File: src/rtl/spi_adc_reader.sv
// spi_adc_reader
//   SPI master that reads one frame from a serial ADC per start request.
//   A frame is LEAD+WIDTH sclk periods long. The leading LEAD bits are
//   discarded and the trailing WIDTH bits become the sample, MSB first.
//   The sample is offered to a consumer through a valid/ready handshake.
//
// Parameters
//   WIDTH  sample bits kept per frame (>= 1)
//   LEAD   leading frame bits discarded (>= 0)
//   DIV    clk cycles per sclk half-period (>= 1)
//
// Ports
//   clk      in   system clock, rising edge
//   clr_n    in   asynchronous active-low reset
//   start    in   request a conversion frame (honoured only when idle)
//   miso     in   ADC serial data, MSB first
//   sclk     out  SPI clock, idles low
//   cs_n     out  ADC chip select, active-low
//   sample   out  last captured sample
//   valid    out  sample holds unconsumed data
//   ready    in   consumer takes sample when valid & ready
//   busy     out  a frame (including setup/hold) is in progress
//   overrun  out  sticky flag: a sample was overwritten before being read
//
// Build option
//   SPI_ADC_READER_OVERRUN_EN  defined: overrun flag logic is built.
//                              undefined: overrun is tied to 0.

module spi_adc_reader #(
    parameter int WIDTH = 12,
    parameter int LEAD  = 4,
    parameter int DIV   = 4
) (
    input  logic             clk,
    input  logic             clr_n,
    input  logic             start,
    input  logic             miso,
    output logic             sclk,
    output logic             cs_n,
    output logic [WIDTH-1:0] sample,
    output logic             valid,
    input  logic             ready,
    output logic             busy,
    output logic             overrun
);

    localparam int N  = LEAD + WIDTH;
    localparam int CW = $clog2(DIV + 1);
    localparam int BW = $clog2(N + 1);
    localparam logic [CW-1:0] CNT_LAST = CW'(DIV - 1);
    localparam logic [BW-1:0] BIT_LAST = BW'(N - 1);

    typedef enum logic [1:0] {
        S_IDLE,
        S_SETUP,
        S_SHIFT,
        S_HOLD
    } state_t;

    state_t           r_state;
    state_t           w_state_next;
    logic [CW-1:0]    r_cnt;
    logic [BW-1:0]    r_bit;
    logic [WIDTH-1:0] r_shreg;
    logic [WIDTH-1:0] w_shift_next;
    logic             w_sclk_next;
    logic             w_cs_n_next;
    logic             w_half_end;
    logic             w_rise;
    logic             w_load;

    // r_cnt counts clk cycles inside the current DIV-cycle interval
    // (setup, each sclk half-period, hold).
    assign w_half_end = (r_cnt == CNT_LAST);

    // sclk is about to go 0->1: this is the miso sampling edge.
    assign w_rise = (r_state == S_SHIFT) && w_half_end && !sclk;

    // End of the high half of the last sclk period: frame complete.
    assign w_load = (r_state == S_SHIFT) && w_half_end && sclk && (r_bit == BIT_LAST);

    assign busy = (r_state != S_IDLE);

    // Only the last WIDTH bits shifted in are ever observable, so the
    // register is WIDTH wide and the LEAD bits simply fall off the top.
    generate
        if (WIDTH == 1) begin : g_sh1
            assign w_shift_next = miso;
        end else begin : g_shn
            assign w_shift_next = {r_shreg[WIDTH-2:0], miso};
        end
    endgenerate

    always_ff @(posedge clk or negedge clr_n) begin
        if (!clr_n) begin
            r_state <= S_IDLE;
            sclk    <= 1'b0;
            cs_n    <= 1'b1;
        end else begin
            r_state <= w_state_next;
            sclk    <= w_sclk_next;
            cs_n    <= w_cs_n_next;
        end
    end

    // sclk and cs_n next values are decided here but only ever leave the
    // block through the flops above, so the pins cannot glitch.
    always_comb begin
        w_state_next = r_state;
        w_sclk_next  = sclk;
        w_cs_n_next  = cs_n;
        case (r_state)
            S_IDLE: begin
                if (start) begin
                    w_state_next = S_SETUP;
                    w_cs_n_next  = 1'b0;
                end
            end
            S_SETUP: begin
                if (w_half_end) begin
                    w_state_next = S_SHIFT;
                end
            end
            S_SHIFT: begin
                if (w_half_end) begin
                    w_sclk_next = !sclk;
                end
                if (w_load) begin
                    w_state_next = S_HOLD;
                    w_sclk_next  = 1'b0;
                    w_cs_n_next  = 1'b1;
                end
            end
            S_HOLD: begin
                if (w_half_end) begin
                    w_state_next = S_IDLE;
                end
            end
            default: begin
                w_state_next = S_IDLE;
                w_sclk_next  = 1'b0;
                w_cs_n_next  = 1'b1;
            end
        endcase
    end

    always_ff @(posedge clk or negedge clr_n) begin
        if (!clr_n) begin
            r_cnt   <= '0;
            r_bit   <= '0;
            r_shreg <= '0;
            sample  <= '0;
            valid   <= 1'b0;
        end else begin
            if (r_state == S_IDLE || w_half_end) begin
                r_cnt <= '0;
            end else begin
                r_cnt <= r_cnt + 1'b1;
            end

            if (w_load) begin
                r_bit <= '0;
            end else if (r_state == S_SHIFT && w_half_end && sclk) begin
                r_bit <= r_bit + 1'b1;
            end

            if (w_rise) begin
                r_shreg <= w_shift_next;
            end

            // A load wins over a simultaneous consume: the new sample
            // stays pending.
            if (w_load) begin
                sample <= r_shreg;
                valid  <= 1'b1;
            end else if (ready) begin
                valid  <= 1'b0;
            end
        end
    end

`ifdef SPI_ADC_READER_OVERRUN_EN
    always_ff @(posedge clk or negedge clr_n) begin
        if (!clr_n) begin
            overrun <= 1'b0;
        end else if (w_load && valid && !ready) begin
            overrun <= 1'b1;
        end
    end
`else
    assign overrun = 1'b0;
`endif

endmodule

File: config.mk
export PLATFORM = sky130hd
export DESIGN_NAME = spi_adc_reader
export DESIGN_NICKNAME = d
export VERILOG_FILES = /design/src/rtl/spi_adc_reader.sv
export SDC_FILE = /design/constraint.sdc
export NUM_CORES = 1
export LEC_CHECK = 0
export CORE_MARGIN = 5
export CORE_UTILIZATION = 49
export CTS_CLUSTER_SIZE = 16
export DETAILED_ROUTE_END_ITERATION = 10
export PLACE_DENSITY = 0.77
export SETUP_SLACK_MARGIN = 0.2
export SYNTH_ARGS = -nofsm -noshare
export SYNTH_HDL_FRONTEND = slang
export SYNTH_SLANG_ARGS = --single-unit
export TNS_END_PERCENT = 100
File: constraint.sdc
create_clock -name clk -period 1.7 [get_ports clk]
set_input_delay 0.17 -clock clk [delete_from_list [all_inputs] [get_ports clk]]
set_output_delay 0.17 -clock clk [all_outputs]
set_load 0.05 [all_outputs]
After elaboration in Yosys (flattened, before gate mapping)

Cells that the tools add are included.

Add/subtract/negate cells: 2
Equality and inequality tests: 9
Mux-type cells: 15
Reduce and logical (&&, ||, !) cells: 15

Operators by type and width:

| operator              | count |
|---|---|
| $mux W5               | 2 |
| $reduce_bool A2 Y1    | 5 |
| $mux W2               | 4 |
| $ne A2 B2 Y1 const B  | 4 |
| $pmux W2 S4           | 1 |
| $mux W1               | 6 |
| $add A5 B1 Y5 const B | 1 |
| $eq A5 B4 Y1 const B  | 1 |
| $eq A2 B2 Y1 const B  | 2 |
| $logic_and A1 B1 Y1   | 4 |
| $reduce_and A4 Y1     | 1 |
| $add A3 B1 Y3 const B | 1 |
| $eq A3 B2 Y1 const B  | 1 |
| $mux W3               | 1 |
| $reduce_and A3 Y1     | 1 |
| $eq A2 B1 Y1 const B  | 1 |
| $logic_not A2 Y1      | 1 |
| $pmux W1 S2           | 1 |
| $reduce_and A2 Y1     | 1 |
| $logic_not A1 Y1      | 1 |
| $logic_or A1 B1 Y1    | 1 |

Register bits: 37
Input port bits: 5
Output and inout bits: 17
Word-level logic and storage cells: 49

Longest topological paths before layout

Gate-level depths: netlist of the first run.

Depth after elaboration: 6
Depth in mapped cells: 8
Gate-level depth less buffers: 5

Worst setup path after synthesis of the first run

Ideal clock, no wire load.

Path kind: reg2reg
Start: register r_state[0]
End: register sample[10]
Setup time: 0.125 ns
Arrival: 1.650 ns
Data required time: 1.575 ns
Path slack: -0.075 ns
Cell stages (with the launch flop): 8
Buffers on the path: 2
Clock period less this slack: 1.775 ns
Cells stage by stage: dfrtp_1 inv_1 ha_1 buf_6 nand4_1 nor2_2 buf_6 mux2_2

Longest elaborated chain between the ends: 4

Ends and longest elaborated chain:

| what                             | line | RTL |
|---|---|---|
| from (decl)                      | 60   | `state_t r_state;` |
| from (signal assigned)           | 100  | `r_state <= w_state_next;` |
| $eq A2 B2 Y1                     | 80   | `assign w_load = (r_state == S_SHIFT) && w_half_end && sclk && (r_bit == BIT_LAST);` |
| $logic_and A1 B1 Y1 (3 in a row) | 80   |  |
| to (signal assigned)             | 174  | `sample <= r_shreg;` |
| to (decl)                        | 40   | `output logic [WIDTH-1:0] sample,` |

No other way between the ends.
A chain may end at the register's enable or synchronous reset.

Worst setup path in the final report of the first run

Start: register r_cnt[0]
End: register r_shreg[3]

Longest elaborated chain between the ends: 3

Ends and longest elaborated chain:

| what                             | line | RTL |
|---|---|---|
| from (decl)                      | 62   | `logic [CW-1:0] r_cnt;` |
| from (signal assigned)           | 158  | `r_cnt <= r_cnt + 1'b1;` |
| $eq A3 B2 Y1                     | 74   | `assign w_half_end = (r_cnt == CNT_LAST);` |
| $logic_and A1 B1 Y1 (2 in a row) | 77   | `assign w_rise = (r_state == S_SHIFT) && w_half_end && !sclk;` |
| to (signal assigned)             | 168  | `r_shreg <= w_shift_next;` |
| to (decl)                        | 64   | `logic [WIDTH-1:0] r_shreg;` |

No other way between the ends.

==> results of run 1 <==
state kept, by name, indices dropped and copies added, names as in the netlist:
name and flops:
cs_n 1, r_bit 5, r_cnt 3, r_shreg 12
r_state 2, sample 12, sclk 1, valid 1
metal layers:
metal  vias to the layer above  routed length (µm)  share of wire (%)  GRT usage [%]
li1                        532                   -                  -              -
met1                       595                1520                 44           21.0
met2                        30                1750                 51           27.4
met3                         7                 139                4.0           5.51
met4                         0                  44                1.3           5.11
met5                         -                   0                  0              0
worst max-delay path, cell delays in order (launching register included):
cell and delay, ns:
dfrtp_1 0.38, ha_2 0.19, ha_4 0.15, buf_4 0.11
nand2_4 0.04, or2_4 0.26, buf_12 0.15, mux2_4 0.29
final timing paths:
check	from	end	slack, ns
worst max-delay path	r_cnt[0]	r_shreg[3]	0.03
worst min-delay path	clr_n	sample[0]	0.18
worst max register to register	r_cnt[0]	r_shreg[3]	0.03
worst min register to register	sample[5]	sample[5]	0.51
max in group asynchronous	clr_n	cs_n	1.28
min in group clk	ready	valid	0.41
stage by stage:
step | instances | setup TNS (ns) | hold WS (ns)
2_1_floorplan | 125 | 0 | -0.126
3_3_place_gp | 191 | 0 | 0.424
3_5_place_dp | 191 | -0.0353 | 0.436
4_1_cts | 211 | 0 | 0.171
5_1_grt | 216 | -0.113 | 0.161
6_report | 216 | 0 | 0.177
power breakdown:
group | leakage, nW | switching [mW] | internal (mW)
sequential | 0.476 | 0.00717 | 0.888
combinational | 0.655 | 0.0255 | 0.0244
clock | 0.0382 | 0.301 | 0.202
total | 1.17 | 0.333 | 1.11
layout by cell type, fill, tap and decap left out, types with 2 or more instances in the layout:
cell | netlist | routed
buf_12 | 1 | 4
inv_2 | 0 | 3
nand4_1 | 2 | 2
dlygate4sd2_1 | 0 | 11
nor3_1 | 2 | 2
a21oi_1 | 3 | 3
a31oi_1 | 2 | 2
nand2_1 | 5 | 5
inv_1 | 7 | 4
mux2_4 | 9 | 24
o211ai_1 | 2 | 2
buf_16 | 0 | 2
clkdlybuf4s50_1 | 0 | 4
ha_4 | 0 | 3
dfrtp_1 | 36 | 34
buf_6 | 4 | 3
buf_4 | 1 | 17
dfrtp_2 | 0 | 2
nand3_1 | 3 | 3
o21ai_0 | 3 | 3
a211oi_1 | 2 | 2
clkbuf_4 | 0 | 5
ha_1 | 8 | 4
cell type report:
class	instances	area (µm²)	area share (%)
clock buffer	6	51.3	2.22
clock inverter	2	13.8	0.595
inverter	7	26.3	1.14
multi-input combinational	75	788	34.1
sequential	37	930	40.2
tap	46	57.6	2.49
timing repair buffer	43	448	19.4
timing repair:
item / in CTS / in global routing
cloned: 2 / 0
endpoints found under the setup margin: 40 / 32
hold endpoints to repair: 0 / 0
setup buffers: 10 / 5
pin swaps: 5 / 4
resized for setup: 40 / 8
synthesized netlist by cell type (2+ instances only):
| cell | instances |
|---|---|
| ha_1 | 8 |
| nand4_1 | 2 |
| o211ai_1 | 2 |
| nor3_1 | 2 |
| o21ai_0 | 3 |
| a31oi_1 | 2 |
| buf_6 | 4 |
| mux2_2 | 14 |
| a21oi_1 | 3 |
| mux2_4 | 9 |
| a211oi_1 | 2 |
| dfrtp_1 | 36 |
| inv_1 | 7 |
| nand3_1 | 3 |
| nand2_1 | 5 |
cell families after synthesis:
family / Yosys count / share of synthesized area [%]
DFF: 37 / 54.5
muxes: 25 / 18.5
and+or+nand+nor: 23 / 8.02
AOI/OAI and AO/OA: 17 / 6.55
buffers and inverters: 13 / 5.81
adders and majority gates: 8 / 5.89
other: 1 / 0.221
xor gates and xnor gates: 1 / 0.515
==> summary.md, run 1 <==
| Metric | Value |
|---|---|
| Hold-fix buffers, CTS | 0 |
| Maximum Capacitance Violations | 0 |
| Worst Skew | 0.0146 ns |
| Final Slew Violations | 0 |
| Clock Pin Slew Worst Setup and Hold Paths | 0.12 ns |
| RSZ-0062 raised after global routing | yes |
| HPWL after DPL | 2.13 mm |
| Remaining DRCs | 0 |
| Dominant cells by area after synthesis | dfrtp_1, mux2_2, mux2_4, ha_1, buf_6 |
| Global-route wire length before repair | 5.66 mm |
| Critical path class | reg -> reg |
| Crit path DAT | 1.91 ns |
| Syn Nets | 138 |
| Total power | 1.45 mW |
| WL/cell | 16.0 µm |
| Total CTS buffers | 5 |
| Cell Area, Placed | 1990 µm² |
| Tmin final | 1.67 ns |
| Critical Path Source Type | flop |
| Pre-CTS setup slack | -0.00947 ns |
| Worst Path Required | 1.94 ns |
| Post-Syn Area | 1700 µm² |
| Area leader, netlist | dfrtp_1 |
| Port bufs | 20 |
| Final nets | 182 |
| Vias per cell | 5.39 |
| H-tree depth | 2 |
| Fin. Hold Viols | 0 |
| Area growth from synthesis to layout | 36.1% |
| Post-synth EDFFs | 0 |
| Mapped Cells | 125 |
| Predominant post-synthesis flop cell | dfrtp_1 |
| Area share of the largest cell type after synthesis | 53.0% |
| Initial Util | 51.0% |
| RD Place Congestion | 0.843 |
| Final WL | 3.46 mm |
| Tcrit/Tclk final | 98.0% |
| DRT iter0 DRCs | 38 |
| CTS tree | yes |
| Finished Core Util | 69.4% |
| Grt ovf | 0 |
| Max frequency | 0.600 GHz |
| Post-synthesis area per instance | 13.6 µm² |
| Worst min path class | in -> async |
| Routed vias | 1,164 |
| GRT Total Usage | 16.7% |
| Antenna violations before repair | 0 |
| Seq/Total Area, Yosys | 54.5% |
| Cell variety after synth | 38 |
| Die Ht | 68.9 µm |
| Die area | 4750 µm² |
| Synth warnings | 0 |
| P per Cell Area | 626 nW/µm² |
| Antenna Cells | 0 |
| Clock Tree Root | clkbuf_4 |
| Critical Path End Type | flop |
| Async SR Flop Fraction | 100% |
| Rows | 21 |
| # fillers | 234 |
| CTS Buffer Depth | 2 |
| Leak pwr | 1.17 nW |
| CORE AREA | 3340 µm² |
| Crit path max fanout | 7 |
| Max VDD drop | 810 µV |
| Final setup viols | 0 |
| Clk sink count | 37 |
| Setup ws final | 0.0339 ns |
| Post-synthesis register bit count | 37 |
| Layout cells sized above 1 | 44.1% |
| R2R depth | 7 |
| Post-route cell area | 2310 µm² |
| Clock latency on the worst-skew pair | 0.35 ns |
| Outcome | complete, no violations |
| Top Ports | 22 |
| ANT nets after route | 0 |
| Vias in the first global route | 1,172 |
| TritonRoute pass-1 iters | 4 |
| Largest net degree at the start of global routing | 38 |
| Die W | 68.9 µm |
No activity file was read; power rests on OpenSTA's default activity.
==> run 2: changes to the inputs <==
--- a/config.mk
+++ b/config.mk
@@ -9,7 +9,7 @@
 export CORE_UTILIZATION = 49
 export CTS_CLUSTER_SIZE = 16
 export DETAILED_ROUTE_END_ITERATION = 10
-export PLACE_DENSITY = 0.77
+export PLACE_DENSITY = 0.85
 export SETUP_SLACK_MARGIN = 0.2
 export SYNTH_ARGS = -nofsm -noshare
 export SYNTH_HDL_FRONTEND = slang
==> run 2 against run 1 <==
  * The run now ends with setup timing left
  * Clock skew is 0.0095 ns lower
  * Die area unchanged
  * Cell count increased by 2.3%
  * Combinational power decreased by 4%
  * Critical path type unchanged
  * Clock-buffer cell count up 1
  * First-iteration DRC count grew 84%
  * Design area grew 3.2%
  * Utilization up 2.2 points
  * Fmax decreased by 3.5%
  * Global-route usage up 3.0 points
  * Wire length increased by 18%
  * Via count up 1.5%
==> summary.md, run 2 (synthesis results as in run 1) <==
| Metric | Value |
|---|---|
| Total power | 1.50 mW |
| Critical Path Source Type | flop |
| Maximum Capacitance Violations | 0 |
| Fin. Hold Viols | 0 |
| Routed vias | 1,182 |
| Clk sink count | 37 |
| Remaining DRCs | 0 |
| Antenna violations before repair | 0 |
| Tcrit/Tclk final | 102% |
| Pre-CTS setup slack | -0.0122 ns |
| RD Place Congestion | 0.782 |
| Worst Path Required | 1.93 ns |
| Outcome | finished, violations left |
| Max frequency | 0.579 GHz |
| CTS tree | yes |
| P per Cell Area | 629 nW/µm² |
| Grt ovf | 0 |
| RSZ-0062 raised after global routing | yes |
| Rows | 21 |
| R2R depth | 8 |
| Critical path class | reg -> reg |
| Crit path max fanout | 3 |
| Start point of the critical path | r_cnt[0] |
| Vias per cell | 5.35 |
| Top Ports | 22 |
| Die W | 68.9 µm |
| Antenna Cells | 0 |
| Setup ws final | -0.0262 ns |
| Largest delay share family, worst path | buffers and inverters |
| Clock Pin Slew Worst Setup and Hold Paths | 0.11 ns |
| Crit path largest cell delay | 0.37 ns |
| Leak pwr | 1.18 nW |
| Final setup viols | 3 |
| Worst min path class | in -> async |
| Biggest regs | r_shreg: 12 flops, sample: 12 flops, r_bit: 5 flops |
| Termination of the worst setup path | r_state[1] |
| Clock latency on the worst-skew pair | 0.35 ns |
| Max_slew headroom | 65.2% |
| Cell Area, Placed | 1990 µm² |
| R2R setup slack | -0.03 ns |
| Hold-fix buffers, CTS | 0 |
| Layout cells sized above 1 | 49.1% |
| Final Slew Violations | 0 |
| Max VDD drop | 547 µV |
| Global-route wire length before repair | 6.57 mm |
| Crit path DAT | 1.95 ns |
| Crit path cell chain | ha_2 -> ha_4 -> nand4_1 -> buf_4 -> buf_6 -> buf_6 -> o211ai_1 -> o211ai_1 |
| HPWL after DPL | 2.31 mm |
| Final nets | 187 |
| Leading cell type in the layout, fill and taps excluded | dfrtp_1 |
| Port bufs | 20 |
| Tmin final | 1.73 ns |
| Final hold slack | 0.113 ns |
| Largest net degree at the start of global routing | 31 |
| Critical Path End Type | flop |
| Failing checks | setup timing |
| Post-route cell area | 2390 µm² |
| Clock Tree Root | clkbuf_4 |
| Most frequent cells in the layout | dfrtp_1, mux2_4, buf_4 |
| H-tree depth | 2 |
| Final WL | 4.09 mm |
| Tightest Pin Transition | 0.523 ns |
| WP buf/inv | 3 |
| Initial Util | 51.0% |
| CP max-delay cell | dfrtp_1 |
| Setup TNS | -0.0271 ns |
| WP depth | 8 |
| CORE AREA | 3340 µm² |
| RR Endpoint | r_state[1] |
| Area growth from synthesis to layout | 40.5% |
| CTS Buffer Depth | 2 |
| ANT nets after route | 0 |
| Vias in the first global route | 1,272 |
| GRT Total Usage | 19.8% |
| TritonRoute pass-1 iters | 4 |
| DRT iter0 DRCs | 70 |
| Die area | 4750 µm² |
| Worst Skew | 0.00503 ns |
| WL/cell | 18.5 µm |
| Die Ht | 68.9 µm |
| Total CTS buffers | 5 |
| Reg-to-Reg Start | r_cnt[0] |
[run 2: cell types whose count changed in the layout (fill, tap and decap cells not counted), moves of 2 or more]
| cell | previous run | this run |
|---|---|---|
| dlygate4sd2_1 | 11 | 7 |
| clkdlybuf4s15_1 | 1 | 4 |
| inv_6 | 0 | 2 |
| buf_6 | 3 | 8 |
[run 2: area by class of cell]
class	count	area (µm²)
Fill cell	213	947
Inverter	7	31.3
Clock buffer	7	65.1
Timing Repair Buffer	48	492
Sequential cell	37	930
Clock inverter	1	8.76
Multi-Input combinational cell	75	806
Tap cell	46	57.6
[run 2: power by group]
group,switching (mW),internal (mW)
registers,0.00746,0.888
logic,0.0253,0.0227
clock network,0.311,0.247
total,0.344,1.16
[run 2: stage by stage]
stage / util (%) / std cells
after floorplan: - / 125
after global placement: 59.6 / 193
after detailed placement: 59.6 / 193
after CTS: 67.8 / 212
after global routing: 71.6 / 221
final: 71.6 / 221
[run 2: what timing repair did]
item | in CTS | in global routing
resized for setup | 40 | 24
cloned | 2 | 0
endpoints found under the setup margin | 43 | 40
pin swaps | 8 | 6
hold endpoints to repair | 0 | 0
setup buffers | 9 | 9
[run 2: worst min path at each step]
stage                     startpoint          end  slack (ns)
after floorplan                clr_n     r_bit[0]       -0.13
final                          clr_n   r_state[1]        0.11
after global placement      r_cnt[0]     r_cnt[0]        0.42
after global routing           clr_n  r_shreg[11]        0.10
after CTS                      clr_n  r_shreg[11]         0.1
after detailed placement    r_cnt[0]     r_cnt[0]        0.43
[run 2: routing by layer]
metal / global-route usage, % / routed length [µm] / up-vias
li1: - / - / 538
met1: 23.9 / 1770 / 600
met2: 31.8 / 2080 / 36
met3: 5.19 / 159 / 8
met4: 11.2 / 82 / 0
met5: 0 / 0 / -
[run 2: worst register-to-register path, stage by stage (launching register included)]
cell,delay (ns)
dfrtp_1,0.37
ha_2,0.19
ha_4,0.15
nand4_1,0.17
buf_4,0.19
buf_6,0.11
buf_6,0.11
o211ai_1,0.19
o211ai_1,0.13
==> run 3: changes to the inputs <==
--- a/config.mk
+++ b/config.mk
@@ -7,9 +7,10 @@
 export LEC_CHECK = 0
 export CORE_MARGIN = 5
 export CORE_UTILIZATION = 49
+export CTS_CLUSTER_DIAMETER = 100
 export CTS_CLUSTER_SIZE = 16
 export DETAILED_ROUTE_END_ITERATION = 10
-export PLACE_DENSITY = 0.85
+export PLACE_DENSITY = 0.75
 export SETUP_SLACK_MARGIN = 0.2
 export SYNTH_ARGS = -nofsm -noshare
 export SYNTH_HDL_FRONTEND = slang
==> run 3 against run 2 <==
  * The run now ends clean
  * Hold slack better by 0.13 ns
  * Worst setup slack better by 0.080 ns
  * Global-route usage fell by 5.0 points
  * Die area stayed put
  * Largest cell class unchanged
  * Largest power group unchanged
==> summary.md, run 3 (synthesis results as in run 1) <==
| Metric | Value |
|---|---|
| Rows | 21 |
| Largest net degree at the start of global routing | 38 |
| DRT iter0 DRCs | 49 |
| ANT nets after route | 0 |
| Largest delay share family, worst path | flip-flops |
| Final setup viols | 0 |
| Antenna Cells | 0 |
| Final Slew Violations | 0 |
| WL/cell | 15.0 µm |
| Max VDD drop | 716 µV |
| Most frequent cells in the layout | dfrtp_1, buf_4, dlygate4sd2_1 |
| Placed cells | 192 |
| Clk sink count | 37 |
| Routed vias | 1,109 |
| P per Cell Area | 688 nW/µm² |
| Antenna violations before repair | 0 |
| Initial Util | 51.0% |
| # fillers | 273 |
| Reg-to-Reg Start | r_cnt[0] |
| Vias per cell | 5.23 |
| Total power | 1.53 mW |
| Critical Path End Type | flop |
| Clock Pin Slew Worst Setup and Hold Paths | 0.12 ns |
| RD Place Congestion | 0.819 |
| Layout cells sized above 1 | 42.2% |
| CTS tree | yes |
| Critical Path Source Type | flop |
| Global-route wire length before repair | 5.03 mm |
| WP buf/inv | 1 |
| Final nets | 178 |
| Die area | 4750 µm² |
| Die Ht | 68.9 µm |
| Final hold slack | 0.240 ns |
| Clock Tree Root | clkbuf_4 |
| Tmin final | 1.65 ns |
| Tcrit/Tclk final | 96.9% |
| Final Non-Filler Cells | 212 |
| Leading cell type in the layout, fill and taps excluded | dfrtp_1 |
| Crit path largest cell delay | 0.39 ns |
| Worst Skew | 0.0194 ns |
| RSZ-0062 raised after global routing | yes |
| GRT Total Usage | 14.7% |
| Final WL | 3.17 mm |
| Area growth from synthesis to layout | 30.8% |
| Worst min path class | in -> async |
| Crit path cell chain | ha_2 -> ha_4 -> nand4_1 -> nor2_2 -> buf_12 -> mux2_2 |
| TritonRoute pass-1 iters | 4 |
| Crit path max fanout | 12 |
| R2R setup slack | 0.05 ns |
| Die W | 68.9 µm |
| Maximum Capacitance Violations | 0 |
| Leak pwr | 1.15 nW |
| RR Endpoint | sample[2] |
| CTS Buffer Depth | 2 |
| Port bufs | 20 |
| Biggest regs | r_shreg: 12 flops, sample: 12 flops, r_bit: 5 flops |
| H-tree depth | 2 |
| Max frequency | 0.607 GHz |
| Worst Path Required | 1.92 ns |
| Grt ovf | 0 |
| Critical path class | reg -> reg |
| Remaining DRCs | 0 |
| Top Ports | 22 |
| Vias in the first global route | 1,068 |
| Fin. Hold Viols | 0 |
| R2R depth | 6 |
| Clock latency on the worst-skew pair | 0.34 ns |
| Crit path DAT | 1.86 ns |
| HPWL after DPL | 1.96 mm |
| CP max-delay cell | dfrtp_1 |
| CORE AREA | 3340 µm² |
| Total CTS buffers | 5 |
| Outcome | complete, no violations |
==> run 3: cell count changes in the layout (fill, tap and decap cells not counted), sizes merged <==
cell and delta:
buf -9, clkdlybuf4s15 -4, clkbuf -3, bufinv +1, dlygate4sd2 +6, clkinv +1
inv -1
==> run 3: what timing repair did <==
action | in CTS | in global routing
setup buffers | 7 | 4
pin swaps | 4 | 3
cloned | 1 | 0
endpoints found under the setup margin | 44 | 31
gates resized for setup | 25 | 8
hold buffers | 0 | 0
==> run 3: routing by layer <==
layer | track usage, % | part of all wire, %
met1 | 19.5 | 45
met2 | 22.1 | 50
met3 | 5.67 | 3.1
met4 | 5.11 | 0.95
met5 | 0 | 0
==> run 3: final cells by class <==
class | instances | area [µm²] | share of cell area [%]
clock inverters | 2 | 35.0 | 1.57
multi-input cells | 75 | 751 | 33.7
clock buffers | 6 | 41.3 | 1.86
inverters | 7 | 26.3 | 1.18
well taps | 46 | 57.6 | 2.59
repair buffers | 39 | 384 | 17.3
flip-flops and latches | 37 | 930 | 41.8
==> run 3: worst max-delay path by stage <==
stage | start | to | slack (ns) | cells past startpoint
6_report | r_cnt[0] | sample[2] | 0.05 | 6
3_5_place_dp | r_cnt[0] | sample[0] | -0.02 | 6
5_1_grt | r_cnt[0] | sample[2] | -0.02 | 6
2_1_floorplan | r_cnt[0] | sample[10] | 0.01 | 7
4_1_cts | r_cnt[0] | sample[2] | 0.05 | 6
3_3_place_gp | r_state[0] | sample[8] | 0.08 | 6
==> run 3: stage by stage <==
stage / TNS (ns) / utilization (%) / instance area [µm²] / setup WS, ns
finish: 0 / 66.7 / 2220 / 0.0533
global route: -0.0569 / 66.7 / 2220 / -0.0198
CTS: 0 / 64.8 / 2160 / 0.0530
detailed placement: -0.135 / 59.4 / 1980 / -0.0191
global placement: 0 / 59.4 / 1980 / 0.0813
floorplan: 0 / - / 1710 / 0.0119
==> run 3: power by group <==
group          switching [mW]  internal [mW]
clock                   0.280          0.308
combinational          0.0253         0.0209
sequential            0.00682          0.888
==> run 3: worst register-to-register path, cell delays in order, from the launching register on <==
cell     delay (ns)
dfrtp_1        0.39
ha_2           0.20
ha_4           0.17
nand4_1        0.13
nor2_2         0.16
buf_12         0.16
mux2_2         0.33
